--- config.mk ---
export PLATFORM = sky130hd
export DESIGN_NAME = io_bus_arbiter
export DESIGN_NICKNAME = d
export VERILOG_FILES = /design/src/rtl/io_bus_arbiter.sv
export SDC_FILE = /design/constraint.sdc
export NUM_CORES = 1
export LEC_CHECK = 0
export CAP_MARGIN = 5
export CORE_AREA = 2 2 163 165
export CTS_CLUSTER_DIAMETER = 200
export DETAILED_ROUTE_END_ITERATION = 6
export DIE_AREA = 0 0 165 167
export PLACE_DENSITY = 0.69
export SYNTH_ARGS = -nofsm -noshare
export SYNTH_HDL_FRONTEND = slang
export SYNTH_SLANG_ARGS = --single-unit
export TNS_END_PERCENT = 50
--- constraint.sdc ---
create_clock -name clk -period 17.2 [get_ports clk]
set_input_delay 4.3 -clock clk [delete_from_list [all_inputs] [get_ports clk]]
set_output_delay 4.3 -clock clk [all_outputs]
set_load 0.05 [all_outputs]
--- src/rtl/io_bus_arbiter.sv ---
// Round-robin arbiter that shares the single non-cached I/O bus between core request ports.
// Optional performance counters are enabled with the IO_BUS_ARB_STATS_EN macro.
module io_bus_arbiter #(
    parameter int unsigned NUM_REQUESTERS   = 4,
    parameter int unsigned THREADS_PER_CORE = 4,
    localparam int unsigned THREAD_W = (THREADS_PER_CORE > 1) ? $clog2(THREADS_PER_CORE) : 1,
    localparam int unsigned IDX_W    = (NUM_REQUESTERS > 1) ? $clog2(NUM_REQUESTERS) : 1
) (
    input  logic                                     clk,
    input  logic                                     reset,
    input  logic [NUM_REQUESTERS-1:0]                ioreq_valid,
    input  logic [NUM_REQUESTERS-1:0]                ioreq_store,
    input  logic [NUM_REQUESTERS-1:0][THREAD_W-1:0]  ioreq_thread_idx,
    input  logic [NUM_REQUESTERS-1:0][31:0]          ioreq_address,
    input  logic [NUM_REQUESTERS-1:0][31:0]          ioreq_value,
    output logic [NUM_REQUESTERS-1:0]                ioreq_ready,
    output logic                                     io_write_en,
    output logic                                     io_read_en,
    output logic [31:0]                              io_address,
    output logic [31:0]                              io_write_data,
    input  logic [31:0]                              io_read_data,
    output logic                                     iorsp_valid,
    output logic [3:0]                               iorsp_core,
    output logic [THREAD_W-1:0]                      iorsp_thread_idx,
    output logic [31:0]                              iorsp_read_value
`ifdef IO_BUS_ARB_STATS_EN
    ,
    output logic [31:0]                              perf_io_loads,
    output logic [31:0]                              perf_io_stores,
    output logic [31:0]                              perf_io_contention
`endif
);
    typedef enum logic [1:0] {IDLE, ISSUE, WAIT_READ, RESPOND} state_t;

    state_t              state_q;
    state_t              state_d;
    logic [IDX_W-1:0]    last_grant;
    logic [IDX_W-1:0]    grant_idx;
    logic                grant_valid;
    logic                accept;
    logic                lat_store;
    logic [THREAD_W-1:0] lat_thread;
    logic [31:0]         lat_address;
    logic [31:0]         lat_value;
    logic [IDX_W-1:0]    lat_idx;
    logic [31:0]         rsp_data;

    // Round-robin search starting one past the last winner.
    always_comb begin
        grant_valid = 1'b0;
        grant_idx   = '0;
        for (int unsigned i = 1; i <= NUM_REQUESTERS; i++) begin
            automatic logic [IDX_W-1:0] cand = IDX_W'((32'(last_grant) + i) % NUM_REQUESTERS);
            if (!grant_valid && ioreq_valid[cand]) begin
                grant_valid = 1'b1;
                grant_idx   = cand;
            end
        end
    end

    // Ready is held low during reset so no handshake can slip through.
    assign accept      = (state_q == IDLE) && grant_valid && !reset;
    assign ioreq_ready = accept ? (NUM_REQUESTERS'(1) << grant_idx) : '0;

    always_ff @(posedge clk or posedge reset) begin
        if (reset) begin
            state_q <= IDLE;
        end else begin
            state_q <= state_d;
        end
    end

    always_comb begin
        state_d = state_q;
        case (state_q)
            IDLE:      if (accept) state_d = ISSUE;
            ISSUE:     state_d = lat_store ? RESPOND : WAIT_READ;
            WAIT_READ: state_d = RESPOND;
            RESPOND:   state_d = IDLE;
            default:   state_d = IDLE;
        endcase
    end

    // Request latch, arbitration pointer and load data capture.
    always_ff @(posedge clk or posedge reset) begin
        if (reset) begin
            last_grant  <= IDX_W'(NUM_REQUESTERS - 1);
            lat_store   <= 1'b0;
            lat_thread  <= '0;
            lat_address <= '0;
            lat_value   <= '0;
            lat_idx     <= '0;
            rsp_data    <= '0;
        end else begin
            if (accept) begin
                last_grant  <= grant_idx;
                lat_store   <= ioreq_store[grant_idx];
                lat_thread  <= ioreq_thread_idx[grant_idx];
                lat_address <= ioreq_address[grant_idx];
                lat_value   <= ioreq_value[grant_idx];
                lat_idx     <= grant_idx;
            end
            if (state_q == WAIT_READ) begin
                rsp_data <= io_read_data;
            end
        end
    end

    always_comb begin
        io_write_en      = 1'b0;
        io_read_en       = 1'b0;
        io_address       = '0;
        io_write_data    = '0;
        iorsp_valid      = 1'b0;
        iorsp_core       = '0;
        iorsp_thread_idx = '0;
        iorsp_read_value = '0;
        case (state_q)
            ISSUE: begin
                io_write_en   = lat_store;
                io_read_en    = !lat_store;
                io_address    = lat_address;
                io_write_data = lat_value;
            end
            RESPOND: begin
                iorsp_valid      = 1'b1;
                iorsp_core       = 4'(lat_idx);
                iorsp_thread_idx = lat_thread;
                iorsp_read_value = lat_store ? 32'd0 : rsp_data;
            end
            default: ;
        endcase
    end

`ifdef IO_BUS_ARB_STATS_EN
    // Contention: some request is pending this cycle but not being accepted.
    always_ff @(posedge clk or posedge reset) begin
        if (reset) begin
            perf_io_loads      <= '0;
            perf_io_stores     <= '0;
            perf_io_contention <= '0;
        end else begin
            if (state_q == ISSUE) begin
                if (lat_store) perf_io_stores <= perf_io_stores + 32'd1;
                else           perf_io_loads  <= perf_io_loads + 32'd1;
            end
            if (|(ioreq_valid & ~ioreq_ready)) begin
                perf_io_contention <= perf_io_contention + 32'd1;
            end
        end
    end
`else
    // Statistics disabled: no counters are built.
`endif

endmodule
==> run summary, run 1 <==
layout cell share with drive strength beyond 1: 0.06244
Num CTS Buffers: 9
leading area contributor after synthesis: dfrtp_1
via/cell ratio: 4.989
post-synth cell types: 40
Worst-Margin Slew: 1.126 ns
R2R cell count: 6
Slew Limit Headroom: 0.2495
CP Launch Type: input pin
fin. max-slew vios: 0
Clock Path Buffers: 2
dpl hpwl: 19640 um
CP Launch Point: reset
ys async rst share: 1.000
fmax: 82.57 MHz
Yosys reg bits: 105
Worst Clk Skew: 0.005270 ns
Power Dens Cells: 162.8 nW/um2
Final Hold Violating Endpoints: 0
worst skew pair latency: 0.35 ns
GRT Util Overall: 0.1871
FF/Latch Area: 2630 um2
syn_area_per_cell: 9.504 um2
CP endpoint: ioreq_ready[3]
Site Rows: 59
Power, Total: 0.001859 W
number of enable flip-flop cells after synthesis: 0
CTS tree: built
Reg-to-Reg End: lat_address[17]$_DFFE_PP0P_
Post-Route WL: 26500 um
most frequent cell after synthesis: o21ai_0
Worst path max stage delay: 0.81 ns
Synth top area share: 0.3751
maximum fanout along the worst path: 78
drt initial violations: 351
# Post-CTS Setup Buffers: 0
first-pass GRT wire length: 39790 um
most frequent cell on the critical path: clkdlybuf4s50_1
Core Area: 25760 um2
Initial DRT Pass Iterations: 5
Synth top cells by count: 107 x o21ai_0, 103 x dfrtp_1, 102 x and2_1
TNS Setup: 0 ns
synthesized area: 6872 um2
CTS hold repair buffers: 0
post-synthesis sequential area ratio: 0.3827
crit-path cells: clkdlybuf4s50_1, inv_4, and3_4, buf_4, and3_1, clkdlybuf4s50_1
endpoint type of the worst setup path: primary output
area of the multi-input gates: 3875 um2
VDD IR max: 0.07689 mV
root buf cell: clkbuf_16
H-tree depth: 3
synth top area cells: dfrtp_1 38%, mux2i_1 9.9%, and2_1 9.3%
Required @ worst endpoint: 12.90 ns
Synth warnings: 0
via count: 7110
Tmin final: 12.11 ns
fin nets: 1396
Die Wd: 165 um
critical path type: input pin to primary output
vias in the first global route: 6988
ys flop type: dfrtp_1
worst-path cell with the longest stage delay: clkdlybuf4s50_1
worst min path class: register to register
initial antenna violation count: 2
Static Leak: 4.331 nW
Die ar.: 27560 um2
final routed DRC violation total: 0
synthesis-to-layout area growth: 66.11%
# fillers: 2514
max_cap viols: 0
post-CTS sizing: 0
clock slew at reported path FFs: 0.07 ns
Worst Path Arrival: 7.81 ns
outcome: finished clean
port bufs: 412
flop-to-flop setup slack: 14.62 ns
FF-to-FF Start: state_q[0]$_DFFE_PP0P_
RSZ-0062 raised after global routing: no
grt ovf: 0
Detail Route Antenna Nets: 0
Tcrit/Tclk final: 0.7042
GP Congestion: 0.8019
setup violators final: 0
Mapped Cells: 723
DIE HEIGHT: 167 um
Starting Density: 0.2667
IO Pins: 415
WL per Instance: 18.60 um
CTS sink count: 105
largest net degree at the start of global routing: 79
per-layer routing:
metal	GRT usage	share of wire	vias up
li1	-	-	3391
met1	0.2263	0.40	3354
met2	0.3188	0.49	318
met3	0.04956	0.080	45
met4	0.06427	0.028	2
met5	0	0.00049	-
layout make-up:
class	count	area share
Multi-Input combinational cell	542	0.3395
Clock buffer	9	0.01973
Sequential cell	105	0.2304
Antenna cell	1	0.0002192
Timing Repair Buffer	422	0.3679
Clock inverter	6	0.003727
Tap cell	335	0.03672
Inverter	5	0.001863
layout by cell type (no fill, tap or decap), types with 10 or more instances in the layout:
cell type,netlist,layout
o22ai_1,16,16
clkdlybuf4s50_1,0,412
mux2_2,32,32
o21ai_1,86,85
a21boi_0,15,15
mux2i_1,68,68
dfrtp_1,103,103
a221o_1,53,53
o21ai_0,107,107
a21o_1,15,15
and2_1,102,102
buf_4,9,10
power breakdown:
group	total [W]	leakage, nW	switching, W	internal, W
Sequential	0.000421	1.10	0.0000691	0.000352
Clock	0.000194	0.128	0.0000962	0.0000981
Combinational	0.00124	3.10	0.000766	0.000477
Total	0.00186	4.33	0.000932	0.000927
sequential cells by signal, indices dropped and copies added (netlist names):
name / flops
lat_address: 32
rsp_data: 32
lat_idx: 2
lat_store: 1
lat_value: 32
last_grant: 2
state_q: 2
lat_thread: 2
critical path, delay by kind of cell:
kind          cells  cell delay [ns]
buf+inv           4             2.41
simple gates      2             0.94
metrics by stage:
stage,cell area (um2),utilization,hold WS (ns),cells,setup WS (ns)
after detailed placement,11140,0.4326,0.4741,1409,5.082
after global routing,11410,0.4430,0.5121,1424,4.859
after floorplan,6875,-,0.4424,724,4.560
after CTS,11410,0.4430,0.4906,1424,5.086
after global placement,11140,0.4326,0.4558,1409,5.101
final,11410,0.4431,0.4941,1425,5.089
worst min-delay path by stage:
stage                               endpoint  slack [ns]                startpoint  cells past startpoint
global placement      lat_idx[1]$_DFFE_PP0P_        0.46    lat_idx[1]$_DFFE_PP0P_                      2
finish                lat_idx[1]$_DFFE_PP0P_        0.49    lat_idx[1]$_DFFE_PP0P_                      2
detailed placement    lat_idx[1]$_DFFE_PP0P_        0.47    lat_idx[1]$_DFFE_PP0P_                      2
CTS                   lat_idx[1]$_DFFE_PP0P_        0.49    lat_idx[1]$_DFFE_PP0P_                      2
global route        rsp_data[13]$_DFFE_PP0N_        0.51  rsp_data[13]$_DFFE_PP0N_                      1
floorplan             lat_idx[1]$_DFFE_PP0P_        0.44    lat_idx[1]$_DFFE_PP0P_                      2
cell families after synthesis:
group | Yosys count | share of synthesized area
AO/OA/AOI/OAI | 305 | 0.2808
AND/OR/NAND/NOR | 130 | 0.1142
flip-flops | 105 | 0.3827
multiplexers | 100 | 0.1515
buffers and inverters | 77 | 0.06118
adder cells (fa/ha/maj) | 5 | 0.009104
other | 1 | 0.0005457
Power figures use the tool's default switching activity.
==> run 2, diff against run 1 <==
CORE_AREA = 2 2 159 161   (was 2 2 163 165)
DIE_AREA = 0 0 161 163   (was 0 0 165 167)
PLACE_DENSITY = 0.71   (was 0.69)
clock period = 11.5 ns   (was 17.2 ns; I/O delays follow)
==> run 2 against run 1 <==
Power increased by 51%. Worst hold slack worse by 0.017 ns. Sequential power up 49%. Clock power rose by 60%. Critical path type unchanged. Critical endpoint unchanged. Largest power group unchanged.
==> run summary, run 2 (synthesis results as in run 1) <==
outcome: finished clean
Worst path max stage delay: 0.80 ns
DIE HEIGHT: 163 um
largest net degree at the start of global routing: 76
synthesis-to-layout area growth: 66.35%
first-pass GRT wire length: 39320 um
root buf cell: clkbuf_16
dpl hpwl: 19070 um
port bufs: 412
clock slew at reported path FFs: 0.06 ns
GP Congestion: 0.8129
most frequent cell on the critical path: clkdlybuf4s50_1
endpoint type of the worst setup path: primary output
fin. max-slew vios: 0
WL per Instance: 18.36 um
CTS hold repair buffers: 0
VDD IR max: 0.1104 mV
Final Hold Violating Endpoints: 0
worst-path cell with the longest stage delay: clkdlybuf4s50_1
Slew Limit Headroom: 0.3367
crit-path cells: clkdlybuf4s50_1, or4_1, and3_4, buf_4, and3_1, clkdlybuf4s50_1
CTS sink count: 105
Die ar.: 26240 um2
fmax: 109.3 MHz
Clock Path Buffers: 2
initial antenna violation count: 0
vias in the first global route: 6905
Initial DRT Pass Iterations: 5
most frequent cells in the layout: 412 x clkdlybuf4s50_1, 107 x o21ai_0, 103 x dfrtp_1
grt ovf: 0
IO Pins: 415
biggest regs: lat_address: 32 flops, lat_value: 32 flops, rsp_data: 32 flops
Power, Total: 0.002805 W
Required @ worst endpoint: 8.63 ns
Static Leak: 4.349 nW
# Post-CTS Setup Buffers: 0
worst skew pair latency: 0.35 ns
Worst Clk Skew: 0.01687 ns
maximum fanout along the worst path: 72
Worst-Margin Slew: 0.9950 ns
Site Rows: 58
cell family with most CP delay: buffers and inverters
H-tree depth: 3
post-CTS sizing: 0
Core Area: 24670 um2
Tmin final: 9.148 ns
Tcrit/Tclk final: 0.7955
via/cell ratio: 5.029
Power Dens Cells: 245.4 nW/um2
setup violators final: 0
Final Non-Filler Cells: 1420
worst min path class: register to register
CTS tree: built
Bufs and invs on worst path: 3
Inst Count DP: 1405
max_cap viols: 0
GRT Util Overall: 0.1915
fin nets: 1397
CP Launch Type: input pin
# fillers: 2379
Post-Route WL: 26080 um
commonest non-fill, non-tap cell in the layout: clkdlybuf4s50_1
Starting Density: 0.2785
Die Wd: 161 um
final routed DRC violation total: 0
WHS: 0.4773 ns
via count: 7141
layout cell share with drive strength beyond 1: 0.06244
critical path type: input pin to primary output
Detail Route Antenna Nets: 0
drt initial violations: 425
Worst Path Arrival: 6.27 ns
RSZ-0062 raised after global routing: no
TNS Setup: 0 ns
Num CTS Buffers: 9
==> run 2: worst reg2reg max path, stage by stage (launching register included) <==
cell     delay (ns)
dfrtp_1        0.41
inv_1          0.15
ha_1           0.27
and3_4         0.62
buf_4          0.70
o21ai_0        0.22
o21ai_1        0.18
==> run 2: final timing paths <==
| kind | slack, ns | startpoint | to | cells past startpoint |
|---|---|---|---|---|
| hold reg to reg | 0.48 | lat_idx[1]$_DFFE_PP0P_ | lat_idx[1]$_DFFE_PP0P_ | 2 |
| max in group asynchronous | 7.28 | reset | lat_value[11]$_DFFE_PP0P_ | 3 |
| min in group asynchronous | 2.93 | reset | lat_address[15]$_DFFE_PP0P_ | 2 |
| setup / recovery | 2.35 | ioreq_valid[1] | ioreq_ready[3] | 6 |
| setup reg to reg | 8.89 | state_q[0]$_DFFE_PP0P_ | lat_value[4]$_DFFE_PP0P_ | 6 |
| hold / removal | 0.48 | lat_idx[1]$_DFFE_PP0P_ | lat_idx[1]$_DFFE_PP0P_ | 2 |
==> run 2: layer usage <==
metal | GRT usage | vias up | part of all wire
met5 | 0 | - | 0
met4 | 0.07062 | 0 | 0.025
met3 | 0.04176 | 41 | 0.072
met2 | 0.3297 | 332 | 0.49
met1 | 0.2358 | 3371 | 0.41
li1 | - | 3397 | -
==> run 2: cell type report <==
cell class / count / area [um2] / share of cell area
Timing Repair Buffer: 423 / 4207 / 0.3680
Inverter: 5 / 21.27 / 0.001861
Multi-Input combinational cell: 542 / 3875 / 0.3390
Tap cell: 330 / 412.9 / 0.03612
Clock buffer: 9 / 225.2 / 0.01970
Clock inverter: 5 / 57.56 / 0.005035
Antenna cell: 1 / 2.502 / 0.0002189
Sequential cell: 105 / 2630 / 0.2301
==> run 2: through the flow <==
step / util / setup WS [ns] / instance area, um2
3_5_place_dp: 0.4517 / 2.413 / 11150
5_1_grt: 0.4632 / 2.139 / 11430
2_1_floorplan: - / 1.710 / 6875
6_report: 0.4633 / 2.352 / 11430
3_3_place_gp: 0.4517 / 2.435 / 11150
4_1_cts: 0.4632 / 2.410 / 11430
==> run 2: report_power, final <==
group | internal [W] | switching [W] | leakage [nW]
clock network | 0.000167 | 0.000143 | 0.142
registers | 0.000526 | 0.000102 | 1.10
logic | 0.000716 | 0.00115 | 3.11
total | 0.00141 | 0.00140 | 4.35
